`config.mk`:
```
export PLATFORM = sky130hd
export DESIGN_NAME = fetch_stage_flat
export DESIGN_NICKNAME = d
export VERILOG_FILES = /design/src/rtl/mips_pkg.sv /design/src/rtl/fetch_stage_if.sv /design/src/rtl/if_id_reg.sv /design/src/rtl/fetch_stage.sv /design/src/flat_wrapper.sv
export SDC_FILE = /design/constraint.sdc
export NUM_CORES = 1
export LEC_CHECK = 0
export BUFFER_PORTS_ARGS = -buffer_cell sky130_fd_sc_hd__buf_2
export CAP_MARGIN = 20
export CORE_UTILIZATION = 45
export CTS_CLUSTER_DIAMETER = 120
export DETAILED_ROUTE_END_ITERATION = 7
export PLACE_DENSITY_LB_ADDON = 0.12
export REMOVE_ABC_BUFFERS = 1
export SYNTH_ARGS = -nofsm -noshare
export SYNTH_HDL_FRONTEND = slang
export SYNTH_SLANG_ARGS = --single-unit
```
`constraint.sdc`:
```
create_clock -name clk -period 2.5 [get_ports clk]
set_input_delay 0.125 -clock clk [delete_from_list [all_inputs] [get_ports clk]]
set_output_delay 0.125 -clock clk [all_outputs]
set_load 0.03 [all_outputs]
```
`src/rtl/mips_pkg.sv`:
```
// Shared definitions for the pipelined MIPS core.
//
// Contents:
//   NOP_INSTR        - all-zero word (sll $0,$0,0) placed in Decode on a bubble
//   DEFAULT_RESET_PC - PC loaded on reset unless the core overrides it
//   JUMP_*_W         - field widths of the j/jal target construction
//   pc_sel_e         - next-PC source selector
//   if_id_t          - contents of the IF/ID pipeline register
//   jump_target()    - builds a j/jal target from the PC region and the index field
package mips_pkg;

    localparam logic [31:0] NOP_INSTR        = 32'h0000_0000;
    localparam logic [31:0] DEFAULT_RESET_PC = 32'h0000_0000;

    localparam int JUMP_INDEX_W  = 26;
    localparam int JUMP_REGION_W = 4;

    typedef enum logic [1:0] {
        PC_SEQ    = 2'd0,
        PC_BRANCH = 2'd1,
        PC_JUMP   = 2'd2,
        PC_JR     = 2'd3
    } pc_sel_e;

    typedef struct packed {
        logic [31:0] instr;
        logic [31:0] pc_plus4;
        logic        valid;
    } if_id_t;

    localparam if_id_t IF_ID_BUBBLE = '{instr: NOP_INSTR, pc_plus4: 32'h0, valid: 1'b0};

    // Target stays inside the 256 MB region of the instruction after the jump.
    function automatic logic [31:0] jump_target(
        input logic [JUMP_REGION_W-1:0] region,
        input logic [JUMP_INDEX_W-1:0]  index
    );
        return {region, index, 2'b00};
    endfunction

endpackage

```
`src/rtl/fetch_stage_if.sv`:
```
// Instruction-memory bus between the fetch stage and the instruction memory.
//
// Signals:
//   imem_addr  - fetch address (the PC register output)
//   imem_rdata - instruction word at imem_addr
//   imem_valid - imem_rdata holds a valid word this cycle
//
// Modports: master = fetch stage, slave = instruction memory.
interface fetch_stage_if;

    logic [31:0] imem_addr;
    logic [31:0] imem_rdata;
    logic        imem_valid;

    modport master (
        output imem_addr,
        input  imem_rdata,
        input  imem_valid
    );

    modport slave (
        input  imem_addr,
        output imem_rdata,
        output imem_valid
    );

endinterface

```
`src/rtl/if_id_reg.sv`:
```
// IF/ID pipeline register with hold and flush.
//
// Ports:
//   clk    - rising-edge clock
//   reset  - asynchronous active-low reset, loads a bubble
//   enable - 0 holds the current contents (hold beats flush)
//   flush  - load a bubble instead of d
//   d      - fetched instruction, its PC+4 and valid flag
//   q      - registered contents presented to Decode
module if_id_reg
    import mips_pkg::*;
(
    input  logic   clk,
    input  logic   reset,
    input  logic   enable,
    input  logic   flush,
    input  if_id_t d,
    output if_id_t q
);

    // NOTE: sequential state uses non-blocking assignments so every register
    // samples the pre-edge values regardless of process evaluation order.
    always_ff @(posedge clk or negedge reset) begin
        if (!reset) begin
            q <= IF_ID_BUBBLE;
        end else if (enable) begin
            if (flush) begin
                q <= IF_ID_BUBBLE;
            end else begin
                q <= d;
            end
        end
    end

endmodule

```
`src/rtl/fetch_stage.sv`:
```
// Instruction-fetch stage: PC register, next-PC selection and the IF/ID register.
//
// Ports:
//   clk, reset        - clock and asynchronous active-low reset
//   StallF, StallD    - hazard-unit holds for the PC and the IF/ID register
//   PCSrcD            - taken conditional branch in Decode, target PCBranchD
//   JumpD             - j/jal in Decode, target built from InstrD/PCPlus4D
//   jrD               - jr in Decode, target SrcAD (highest priority)
//   PCBranchD, SrcAD  - branch and jr targets from Decode
//   imem              - instruction-memory bus (master side)
//   PCF               - current fetch PC (same as imem.imem_addr)
//   InstrD, PCPlus4D  - instruction in Decode and its PC+4
//   ValidD            - 0 when Decode holds a bubble
module fetch_stage
    import mips_pkg::*;
#(
    parameter logic [31:0] RESET_PC = DEFAULT_RESET_PC
) (
    input  logic                 clk,
    input  logic                 reset,
    input  logic                 StallF,
    input  logic                 StallD,
    input  logic                 PCSrcD,
    input  logic                 JumpD,
    input  logic                 jrD,
    input  logic [31:0]          PCBranchD,
    input  logic [31:0]          SrcAD,
    fetch_stage_if.master        imem,
    output logic [31:0]          PCF,
    output logic [31:0]          InstrD,
    output logic [31:0]          PCPlus4D,
    output logic                 ValidD
);

    logic [31:0] pc_q;
    logic [31:0] pc_plus4_f;
    logic [31:0] redirect_target;
    logic        redirect;
    pc_sel_e     pc_sel;
    if_id_t      fetch_word;
    if_id_t      if_id_q;

    assign pc_plus4_f = pc_q + 32'd4;

    // A stalled Decode stage holds a stale instruction, so its control
    // outputs must not steer the PC.
    assign redirect = (jrD | JumpD | PCSrcD) & ~StallD;

    // NOTE: every always_comb output gets a default first so no path can
    // leave it unassigned and infer a latch.
    always_comb begin
        pc_sel = PC_SEQ;
        if (jrD) begin
            pc_sel = PC_JR;
        end else if (JumpD) begin
            pc_sel = PC_JUMP;
        end else if (PCSrcD) begin
            pc_sel = PC_BRANCH;
        end
    end

    always_comb begin
        redirect_target = pc_plus4_f;
        case (pc_sel)
            PC_JR:     redirect_target = SrcAD;
            PC_JUMP:   redirect_target = jump_target(PCPlus4D[31:32-JUMP_REGION_W],
                                                     InstrD[JUMP_INDEX_W-1:0]);
            PC_BRANCH: redirect_target = PCBranchD;
            default:   redirect_target = pc_plus4_f;
        endcase
    end

    // A redirect abandons an outstanding fetch even while imem is still busy.
    always_ff @(posedge clk or negedge reset) begin
        if (!reset) begin
            pc_q <= RESET_PC;
        end else if (!StallF) begin
            if (redirect) begin
                pc_q <= redirect_target;
            end else if (imem.imem_valid) begin
                pc_q <= pc_plus4_f;
            end
        end
    end

    assign PCF            = pc_q;
    assign imem.imem_addr = pc_q;

    assign fetch_word = '{instr: imem.imem_rdata, pc_plus4: pc_plus4_f, valid: 1'b1};

    if_id_reg u_if_id_reg (
        .clk    (clk),
        .reset  (reset),
        .enable (~StallD),
        .flush  (redirect | ~imem.imem_valid),
        .d      (fetch_word),
        .q      (if_id_q)
    );

    assign InstrD   = if_id_q.instr;
    assign PCPlus4D = if_id_q.pc_plus4;
    assign ValidD   = if_id_q.valid;

endmodule

```
`src/flat_wrapper.sv`:
```
// flat-port wrapper written by rule: the top's interface ports become plain ports
module fetch_stage_flat import mips_pkg::*;
#(
    parameter logic [31:0] RESET_PC = DEFAULT_RESET_PC
)
  (clk, reset, StallF, StallD, PCSrcD, JumpD, jrD, PCBranchD, SrcAD, PCF, InstrD, PCPlus4D, ValidD, imem_imem_addr, imem_imem_rdata, imem_imem_valid);
  fetch_stage_if imem_i ();
  input  logic clk;
  input  logic reset;
  input  logic StallF;
  input  logic StallD;
  input  logic PCSrcD;
  input  logic JumpD;
  input  logic jrD;
  input  logic [31:0] PCBranchD;
  input  logic [31:0] SrcAD;
  output logic [31:0] PCF;
  output logic [31:0] InstrD;
  output logic [31:0] PCPlus4D;
  output logic ValidD;
  output wire logic [$bits(imem_i.imem_addr)-1:0] imem_imem_addr;
  input wire logic [$bits(imem_i.imem_rdata)-1:0] imem_imem_rdata;
  input wire logic [$bits(imem_i.imem_valid)-1:0] imem_imem_valid;
  assign imem_imem_addr = imem_i.imem_addr;
  assign imem_i.imem_rdata = imem_imem_rdata;
  assign imem_i.imem_valid = imem_imem_valid;
  fetch_stage #(.RESET_PC(RESET_PC)) u_core (.clk(clk), .reset(reset), .StallF(StallF), .StallD(StallD), .PCSrcD(PCSrcD), .JumpD(JumpD), .jrD(jrD), .PCBranchD(PCBranchD), .SrcAD(SrcAD), .imem(imem_i), .PCF(PCF), .InstrD(InstrD), .PCPlus4D(PCPlus4D), .ValidD(ValidD));
endmodule
```
==> run summary, run 1 <==
Outcome: finished, violations left
Violated checks: design-rule violations
Top FF cell, synth: dfrtp_1
Cell count after synthesis: 591
Post-Route WL: 17.3 mm
Slowest CP cell: dfrtp_1
Peak VDD IR: 0.437 mV
Core ar.: 0.0116 mm2
Skew-Pair Late Insertion Delay: 340 ps
Residual DRC: 12
Post-synthesis register bit count: 97
Comb pwr share: 30.5%
Switching Fraction: 36.9%
Placed Cells: 908
Crit path cell chain: ha_1, nand3_1, nor4_4, buf_4, nand4_1, or3_1, nand4_1
Post-DP HPWL: 11.9 mm
Reg2Reg Depth: 7
CP required: 2770 ps
DIE WIDTH: 112 um
Max-Cap Viols: 0
Mapped Avg Cell Area: 9.26 um2
Most frequent cells in the layout: 231 x buf_2, 97 x dfrtp_1, 82 x nand2_1
Fmax: 455 MHz
CP max FO: 8
CP delay by family, top: simple AND/OR/NAND/NOR gates
Largest area contributor in the netlist: dfrtp_1
Distinct cell type count after synthesis: 56
Min Tclk post-route: 2200 ps
Setup CP Type: reg2reg
Clk root buf: clkbuf_16
First-pass GRT wire length: 27.3 mm
Total vias in the final route: 5437
CTS tree: built
Post-Syn Area: 0.00547 mm2
Critical Path AT: 2470 ps
Buffers on Ports: 232
Reg-to-reg slack, setup: 300 ps
Worst path max stage delay: 450 ps
Warnings from Yosys: 0
Critical path buffers and inverters: 1
Seq/Total Area, Yosys: 44.3%
# fillers: 1074
Maximum number of pins on one net before global-route repair: 64
GR Overflow Total: 0
RSZ-0062 raised after global routing: false
CTS max path bufs: 2
Area contributors post-synth: dfrtp_1 44%, a22o_1 6.1%, buf_4 5.6%
N_diodes: 0
P per Cell Area: 683 mW/mm2
CTS sink count: 97
Max Slew Vio Count: 0
Hold crit path type: in2reg
CP Capture Type: flop
Number of global-route vias before repair: 5151
CTS resizes: 0
Register clock-pin slew on the reported worst setup and hold paths: 70 ps
TritonCTS Buffers: 9
Final Setup Violations: 0
Row count: 39
R2R Path End: u_core.PCF[26]
Htree depth: 3
Pre-antenna DRT Iters: 7
Initial antenna violation count: 0
Share of layout cells above drive strength 1: 35.8%
Top cell by count, worst path: nand4_1
GP Congestion: 0.796
P_leak: 3.48 nW
Area grow syn2layout: 29.2%
Number of synthesized flops with an enable pin: 0
Nets: 904
Die Span Y: 112 um
Int Power: 0.00305 W
Flop pwr share: 39.4%
Worst Max-Slew Pin Slew: 1120 ps
Slew headroom: 25.0%
Hold path depth: 2
CP startpoint kind: flop
Hold Path End: u_core.u_if_id_reg.q[36]
Routed WL per cell: 18.3 um
ANT nets after route: 0
Final Hold Viols: 0
Sum Neg Setup Slack: 0 ps
Post-synth top area share: 44.3%
Top Ports: 233
Clock power frac: 30.1%
Vias per cell: 5.74
Worst hold start: imem_imem_rdata[3]
Non-filler instance count after layout: 947
Global Route Usage Sum: 27.6%
Synth async-reset ratio: 100%
Die footprint: 0.0126 mm2
Final period utilization: 88.0%
Net load switching power: 0.00179 W
Most common cell after layout, fill and taps aside: buf_2
Clock Skews: 7.83 ps
Initial cell density of the core: 47.1%
1st-iter DRT viols: 296
Reg-to-Reg Start: u_core.PCF[3]
layout make-up:
class,instances,area (um2),share of cell area [%]
timing repair buffer,279,1570,22.2
inverter,2,7.51,0.106
sequential,97,2430,34.3
tap,143,179,2.53
clock buffer,14,274,3.87
multi-input combinational,410,2580,36.5
clock inverter,2,35.0,0.495
stage by stage:
step	util (%)	hold slack (ps)	area, um2	total power (W)	setup slack (ps)
floorplan	-	-171	5010	0.00276	6.22
detailed placement	56.3	96.6	6540	0.00338	177
finish	60.9	2.38	7070	0.00483	300
global placement	56.3	96.3	6540	0.00336	310
CTS	60.8	2.50	7060	0.00485	152
global route	60.9	4.23	7070	0.00502	138
what timing repair did:
action,CTS,global route
hold buffers,21,0
setup buffers,0,2
endpoints found under the setup margin,0,3
hold endpoints to repair,50,0
metal layers:
layer / global-route usage, % / part of all wire, % / vias to the layer above
li1: - / - / 2566
met1: 38.4 / 46 / 2614
met2: 44.7 / 47 / 236
met3: 3.94 / 5.7 / 21
met4: 8.89 / 1.4 / 0
met5: 0 / 0 / -
synthesized netlist by cell type, types with 2 or more instances:
library cell and n:
or4_4 2, o32ai_1 3, or3_1 4, nor4b_1 2, nor3_1 8, nand2b_1 2
xnor2_1 11, buf_2 4, o22ai_1 10, nor3b_1 3, buf_4 41, and4_1 4
nor4_1 2, a32oi_1 3, and3_1 8, nor2b_1 5, o221ai_1 2, or4_1 3
nand4_1 14, dfrtp_1 97, buf_1 3, a221o_1 7, a2bb2oi_1 8, and2_1 2
inv_1 2, or2_2 2, nand3_1 23, nand2_1 82, o21ai_0 58, nor4_4 2
o211ai_1 2, a22o_1 38, a221oi_1 4, xor2_1 15, nor2_1 16, clkbuf_1 33
a22oi_1 26, a21oi_1 22
cells by family after synthesis:
family          count (synthesis)  synth area share (%)
compound gates                192                  24.2
xor+xnor                       26                  4.16
fa+ha+maj                       1                 0.229
buf+inv                        84                  8.69
flops                          97                  44.3
simple gates                  191                  18.4
power groups by stage:
stage / combinational (W) / sequential (W) / clock, W
detailed placement: 0.00145 / 0.00193 / 0
CTS: 0.00148 / 0.00190 / 0.00147
floorplan: 0.000359 / 0.00241 / 0
finish: 0.00147 / 0.00191 / 0.00145
global placement: 0.00144 / 0.00192 / 0
global route: 0.00157 / 0.00193 / 0.00152
worst max-delay path by stage:
stage / startpoint / to / depth (start not counted) / slack, ps
after detailed placement: u_core.PCF[3] / u_core.PCF[22] / 6 / 180
final: u_core.PCF[3] / u_core.PCF[26] / 7 / 300
after CTS: u_core.PCF[3] / u_core.PCF[22] / 6 / 150
after global routing: u_core.PCF[3] / u_core.PCF[26] / 7 / 140
after global placement: u_core.PCF[3] / u_core.PCF[22] / 6 / 310
after floorplan: u_core.PCF[12] / u_core.PCF[27] / 5 / 6
registers in the layout (all words and copies together) (netlist names):
register	flops
u_core.u_if_id_reg.q	65
u_core.PCF	32
Note: power is estimated with default switching activity, not from simulation.
==> run 2, diff against run 1 <==
--- a/config.mk
+++ b/config.mk
@@ -5,6 +5,7 @@
 export SDC_FILE = /design/constraint.sdc
 export NUM_CORES = 1
 export LEC_CHECK = 0
+export ABC_AREA = 1
 export BUFFER_PORTS_ARGS = -buffer_cell sky130_fd_sc_hd__buf_2
 export CAP_MARGIN = 20
 export CORE_UTILIZATION = 45
@@ -14,4 +15,6 @@
 export REMOVE_ABC_BUFFERS = 1
 export SYNTH_ARGS = -nofsm -noshare
 export SYNTH_HDL_FRONTEND = slang
+export SYNTH_HIERARCHICAL = 1
 export SYNTH_SLANG_ARGS = --single-unit
+export TNS_END_PERCENT = 20
==> run 2 against run 1 <==
- the flow now finishes without violations
- via count up 15%
- design area up 6.8%
- clock-buffer cell count down 4
- non-clock buffer count down 4
- area after synthesis up 9.7%
- final cell count up 33%
- clock skew about the same
- sequential share of layout area down 2.2 points
- utilization down 2.0 points
- worst setup slack better by 460 ps
- maximum frequency up 27%
- wire length up 5.3%
- critical path type unchanged
- critical endpoint is now u_core/u_if_id_reg/q[27]
==> run summary, run 2 <==
Slew headroom: 48.4% (+23 points)
Number of global-route vias before repair: 5878 (+14%)
Initial cell density of the core: 46.8% (-0.31 points)
Number of synthesized flops with an enable pin: 0 (unchanged)
Setup CP Type: reg2reg
Top FF cell, synth: dfrtp_1
Non-filler instance count after layout: 1260 (+33%)
CTS tree: built
RSZ-0062 raised after global routing: false
Core ar.: 0.0128 mm2 (+10%)
Worst hold start: imem_imem_rdata[24]
Share of layout cells above drive strength 1: 26.0% (-9.8 points)
Design Area, Final: 0.00755 mm2 (+6.8%)
Total vias in the final route: 6227 (+15%)
Largest area contributor in the netlist: dfrtp_1
Post-synth top area share: 40.4% (-3.9 points)
Area contributors post-synth: dfrtp_1 40%, nand2_1 25%, nand3_1 11%
GR Overflow Total: 0 (unchanged)
GP Congestion: 0.896 (+13%)
CTS max path bufs: 2 (unchanged)
Most frequent cells in the layout: 395 x nand2_1, 231 x buf_2, 127 x nand3_1
Reg-to-Reg Start: u_core/PCF[3]
Post-Route WL: 18.2 mm (+5.3%)
Post-DP HPWL: 12.5 mm (+5.0%)
Clock Skews: 8.21 ps (+0.383 ps)
Post-place instance area: 0.00692 mm2 (+5.9%)
Final period utilization: 69.5% (-18 points)
Die Span Y: 118 um (+4.7%)
Row count: 41 (+5.1%)
Final Setup Violations: 0 (unchanged)
Commonest cells post-synth: 395 x nand2_1, 127 x nand3_1, 97 x dfrtp_1
Pre-antenna DRT Iters: 4 (-3)
Outcome: completed
Worst Max-Slew Pin Slew: 774 ps (-347 ps)
1st-iter DRT viols: 425 (+44%)
Most flop-heavy register: u_core/u_if_id_reg/q
Residual DRC: 0 (-12)
P per Cell Area: 685 mW/mm2 (+0.28%)
Hold_buf cts: 31 (+48%)
Synth async-reset ratio: 100% (unchanged)
Distinct cell type count after synthesis: 26 (-54%)
Skew-Pair Late Insertion Delay: 350 ps (about the same)
Global Route Usage Sum: 27.0% (-0.64 points)
Max reg flops: 65 (unchanged)
Peak VDD IR: 0.375 mV (-14%)
Initial antenna violation count: 0 (unchanged)
Seq/Total Area, Yosys: 40.4% (-3.9 points)
Htree depth: 3 (unchanged)
Cell count after synthesis: 875 (+48%)
Register clock-pin slew on the reported worst setup and hold paths: 60 ps (about the same)
CTS sink count: 97 (unchanged)
Post-CTS Setup Bufs: 0 (unchanged)
ANT nets after route: 0 (unchanged)
Sum Neg Setup Slack: 0 ps (unchanged)
Maximum number of pins on one net before global-route repair: 66 (+3.1%)
Most common cell in the synthesized netlist: nand2_1
Fmax: 575 MHz (+27%)
Post-Syn Area: 0.00600 mm2 (+9.7%)
Top Ports: 233 (unchanged)
Min Tclk post-route: 1740 ps (-461 ps)
Nets: 1189 (+32%)
CP max FO: 7 (-1)
Most common cell after layout, fill and taps aside: nand2_1
CP startpoint kind: flop
First-pass GRT wire length: 29.8 mm (+9.3%)
Post-synthesis register bit count: 97 (unchanged)
CP required: 2730 ps (-40 ps)
Mapped Avg Cell Area: 6.86 um2 (-26%)
Vias per cell: 4.94 (-14%)
DIE WIDTH: 118 um (+4.7%)
CP Capture Type: flop
Placed Cells: 1214 (+34%)
Die footprint: 0.0138 mm2 (+9.5%)
Area grow syn2layout: 25.8%
Hold crit path type: in2reg
CTS resizes: 0 (unchanged)
N_diodes: 0 (unchanged)
Clk root buf: clkbuf_16
Buffers on Ports: 232 (unchanged)
Critical Path AT: 1970 ps (-500 ps)
P_leak: 4.33 nW (+24%)
# fillers: 1250 (+16%)
Max Slew Vio Count: 0 (unchanged)
TritonCTS Buffers: 9 (unchanged)
CP startpoint: u_core/PCF[3]
Reg-to-reg slack, setup: 760 ps (+460 ps)
Warnings from Yosys: 6 (+6)
Routed WL per cell: 14.4 um (-21%)
Final Hold Viols: 0 (unchanged)
Max-Cap Viols: 0 (unchanged)
run 2: cell types whose count changed after synthesis, sizes merged, moves of 26 or more:
cell and delta:
o21ai -32, nor2 +63, nand2 +320, nand3 +104, inv +44, a22o -36
clkbuf -30, a22oi -26
run 2: cell type report:
type	count	area (um2)	share of cell area, %
inverters	46	173	2.29
well taps	172	215	2.85
clock inverters	5	80.1	1.06
repair buffers	275	1600	21.2
clock buffers	10	239	3.16
flip-flops and latches	97	2430	32.1
multi-input cells	655	2820	37.3
run 2: layer usage:
| metal | GRT usage, % | wire length [um] | up-vias |
|---|---|---|---|
| met3 | 4.12 | 1100 | 11 |
| met2 | 43.5 | 8410 | 210 |
| li1 | - | - | 3129 |
| met4 | 6.73 | 165 | 0 |
| met5 | 0 | 0 | - |
| met1 | 38.0 | 8520 | 2877 |
run 2: critical path: stages, from the launching register on:
cell and delay [ps]:
dfrtp_1 430, ha_1 270, nand2_1 90, nor2_2 170, nand2_4 130, nor2_4 180
nand2_1 70, nand2_1 80, nand2_1 70, nand3_1 80, nand2_1 60
run 2: final timing paths:
| path | end | cells past startpoint |
|---|---|---|
| max in group asynchronous | u_core/u_if_id_reg/q[23] | 3 |
| setup / recovery | u_core/u_if_id_reg/q[27] | 10 |
| min in group asynchronous | u_core/u_if_id_reg/q[2] | 2 |
| hold reg to reg | u_core/u_if_id_reg/q[19] | 2 |
| hold / removal | u_core/u_if_id_reg/q[57] | 3 |
| setup reg to reg | u_core/u_if_id_reg/q[27] | 10 |
run 2: logic make-up after synthesis:
| logic type | count (synthesis) | synth area share [%] |
|---|---|---|
| buffers and inverters | 123 | 12.7 |
| adders and majority gates | 1 | 0.208 |
| other | 1 | 0.0625 |
| and+or+nand+nor | 613 | 42.5 |
| AOI/OAI and AO/OA | 33 | 3.10 |
| DFF | 97 | 40.4 |
| xor gates and xnor gates | 7 | 1.02 |
run 2: where the power goes:
group          switching [W]  leakage (nW)  internal, W  total, W
logic                0.00119          2.90     0.000507   0.00169
registers           0.000243          1.28      0.00175   0.00199
clock network       0.000595         0.151     0.000897   0.00149
run 2: per-stage QoR:
stage          worst slack, ps  utilization [%]  hold WS, ps  total power (W)
4_1_cts                    762             58.9         6.64          0.00522
6_report                   762             58.9         12.7          0.00518
2_1_floorplan              427                -         -171          0.00303
3_5_place_dp               776             54.0          211          0.00367
3_3_place_gp               829             54.0          207          0.00366
5_1_grt                    567             58.9         22.2          0.00543
==> run 3, diff against run 2 <==
==> constraint.sdc (replaced) <==
create_clock -name clk -period 1.7 [get_ports clk]
set_input_delay 0.085 -clock clk [delete_from_list [all_inputs] [get_ports clk]]
set_output_delay 0.085 -clock clk [all_outputs]
set_load 0.03 [all_outputs]
==> run 3 against run 2 <==
- worst setup slack got worse by 610 ps
- global-route usage increased by 0.61 points
- clock-buffer cell count increased by 2
- via count increased by 1.8%
- wire length increased by 1.0%
- die area unchanged
- non-clock buffer count increased by 23
- flip-flop and latch count unchanged
- sequential share of layout area decreased by 0.89 points
- hold slack improved by 58 ps
- clock skew decreased by 5.0 ps
- critical path depth unchanged
- critical endpoint is now u_core/u_if_id_reg/q[21]
- largest cell class unchanged
- largest power group unchanged
==> run summary, run 3 (synthesis gave the netlist of run 2 again) <==
Outcome: completed
Skew-Pair Late Insertion Delay: 350 ps (about the same)
Share of layout cells above drive strength 1: 28.0% (+2.0 points)
Area grow syn2layout: 29.8%
Reg2Reg Depth: 10 (unchanged)
P_leak: 4.45 nW (+2.8%)
Total Power: 0.00764 W (+48%)
Maximum number of pins on one net before global-route repair: 46 (-30%)
CTS max path bufs: 2 (unchanged)
Global Route Usage Sum: 27.6% (+0.61 points)
N_diodes: 0 (unchanged)
First-pass GRT wire length: 30.2 mm (+1.3%)
Core ar.: 0.0128 mm2 (unchanged)
Post-DP HPWL: 13.1 mm (+5.2%)
CP required: 1940 ps (-790 ps)
Initial cell density of the core: 46.8% (unchanged)
Total vias in the final route: 6336 (+1.8%)
1st-iter DRT viols: 478 (+12%)
Post-CTS Setup Bufs: 0 (unchanged)
Most flop-heavy register: u_core/u_if_id_reg/q
Htree depth: 3 (unchanged)
GP Congestion: 0.869 (-3.0%)
Setup CP Type: reg2reg
CTS sink count: 97 (unchanged)
Nets: 1212 (+1.9%)
Routed WL per cell: 14.3 um (-0.77%)
Clock Skews: 3.18 ps (-5.04 ps)
Design Area, Final: 0.00779 mm2 (+3.2%)
Worst Max-Slew Pin Slew: 548 ps (-226 ps)
Slew headroom: 63.5% (+15 points)
Slowest CP cell: dfrtp_1
Worst hold start: PCBranchD[1]
Clk root buf: clkbuf_16
Residual DRC: 0 (unchanged)
GR Overflow Total: 0 (unchanged)
Max reg flops: 65 (unchanged)
Hold path depth: 4 (+1)
Number of global-route vias before repair: 5940 (+1.1%)
Reg-to-reg slack, setup: 150 ps (-610 ps)
Max Slew Vio Count: 0 (unchanged)
CP max FO: 7 (unchanged)
Final period utilization: 91.1% (+22 points)
Register clock-pin slew on the reported worst setup and hold paths: 70 ps (about the same)
Post-place instance area: 0.00714 mm2 (+3.2%)
Crit path cell chain: ha_1, nand2_1, nor2_4, nand2_4, nor2_4, nand2_1, nand2_1, nand2_1, nand3_1, nand2_1
Sum Neg Setup Slack: 0 ps (unchanged)
Final Hold Viols: 0 (unchanged)
Fmax: 646 MHz (+12%)
P per Cell Area: 980 mW/mm2 (+43%)
Peak VDD IR: 0.626 mV (+67%)
Worst path max stage delay: 350 ps (-80 ps)
R2R Path End: u_core/u_if_id_reg/q[21]
Row count: 41 (unchanged)
Pre-antenna DRT Iters: 5 (+1)
Post-Route WL: 18.4 mm (+1.0%)
Vias per cell: 4.94 (about the same)
DIE WIDTH: 118 um (unchanged)
TritonCTS Buffers: 9 (unchanged)
ANT nets after route: 0 (unchanged)
Critical Path AT: 1790 ps (-180 ps)
Hold Path End: u_core/PCF[1]
Post-layout util: 60.8% (+1.9 points)
Min Tclk post-route: 1550 ps (-190 ps)
Max-Cap Viols: 0 (unchanged)
Most frequent cells in the layout: 395 x nand2_1, 231 x buf_2, 127 x nand3_1
Initial antenna violation count: 0 (unchanged)
Die footprint: 0.0138 mm2 (unchanged)
Die Span Y: 118 um (unchanged)
CP Capture Type: flop
RSZ-0062 raised after global routing: true
Reg-to-Reg Start: u_core/PCF[2]
CP startpoint kind: flop
Most common cell after layout, fill and taps aside: nand2_1
Buffers on Ports: 232 (unchanged)
Final Setup Violations: 0 (unchanged)
Top cell by count, worst path: nand2_1
Hold crit path type: in2reg
CTS tree: built
Top Ports: 233 (unchanged)
-- run 3: layout make-up --
class                           instances  area, um2
Inverter                               46        173
Sequential cell                        97       2430
Multi-Input combinational cell        655       2830
Clock buffer                           12        256
Clock inverter                          3       40.0
Timing Repair Buffer                  298       1840
Tap cell                              172        215
Fill cell                            1279       5030
-- run 3: power by group --
group,total (W),internal [W],switching [W]
registers,0.00288,0.00258,0.000306
logic,0.00268,0.000850,0.00183
clock network,0.00207,0.00121,0.000865
-- run 3: worst max-delay path by stage --
stage	endpoint	cells past startpoint	startpoint
global route	u_core/u_if_id_reg/q[30]	10	u_core/PCF[2]
detailed placement	u_core/u_if_id_reg/q[21]	10	u_core/PCF[2]
finish	u_core/u_if_id_reg/q[21]	10	u_core/PCF[2]
CTS	u_core/u_if_id_reg/q[21]	10	u_core/PCF[2]
global placement	u_core/u_if_id_reg/q[26]	9	u_core/PCF[10]
floorplan	u_core/u_if_id_reg/q[62]	4	StallD
-- run 3: worst max-delay path, delay by kind of cell, from the launching register on --
family / cells / cell delay [ps]
simple gates: 9 / 880
flops: 1 / 350
fa+ha+maj: 1 / 210
-- run 3: metrics by stage --
stage / hold WS, ps / instances / worst slack (ps)
global placement: 60.5 / 1235 / 166
CTS: 62.6 / 1283 / 124
global route: 87.7 / 1283 / -3.76
floorplan: -211 / 798 / -333
detailed placement: 66.9 / 1235 / 140
finish: 70.6 / 1283 / 151
-- run 3: routing by layer --
layer  GRT usage (%)  up-vias  share of wire, %
met5               0        -                 0
met3            5.81       13               6.2
li1                -     3160                 -
met1            37.7     2948                46
met2            45.3      215                47
met4            5.45        0              0.71
-- run 3: what timing repair did --
action                                  CTS  global route
hold buffers                             33             0
hold endpoints to repair                 60             0
endpoints found under the setup margin    0            20
gates resized for setup                   0            10
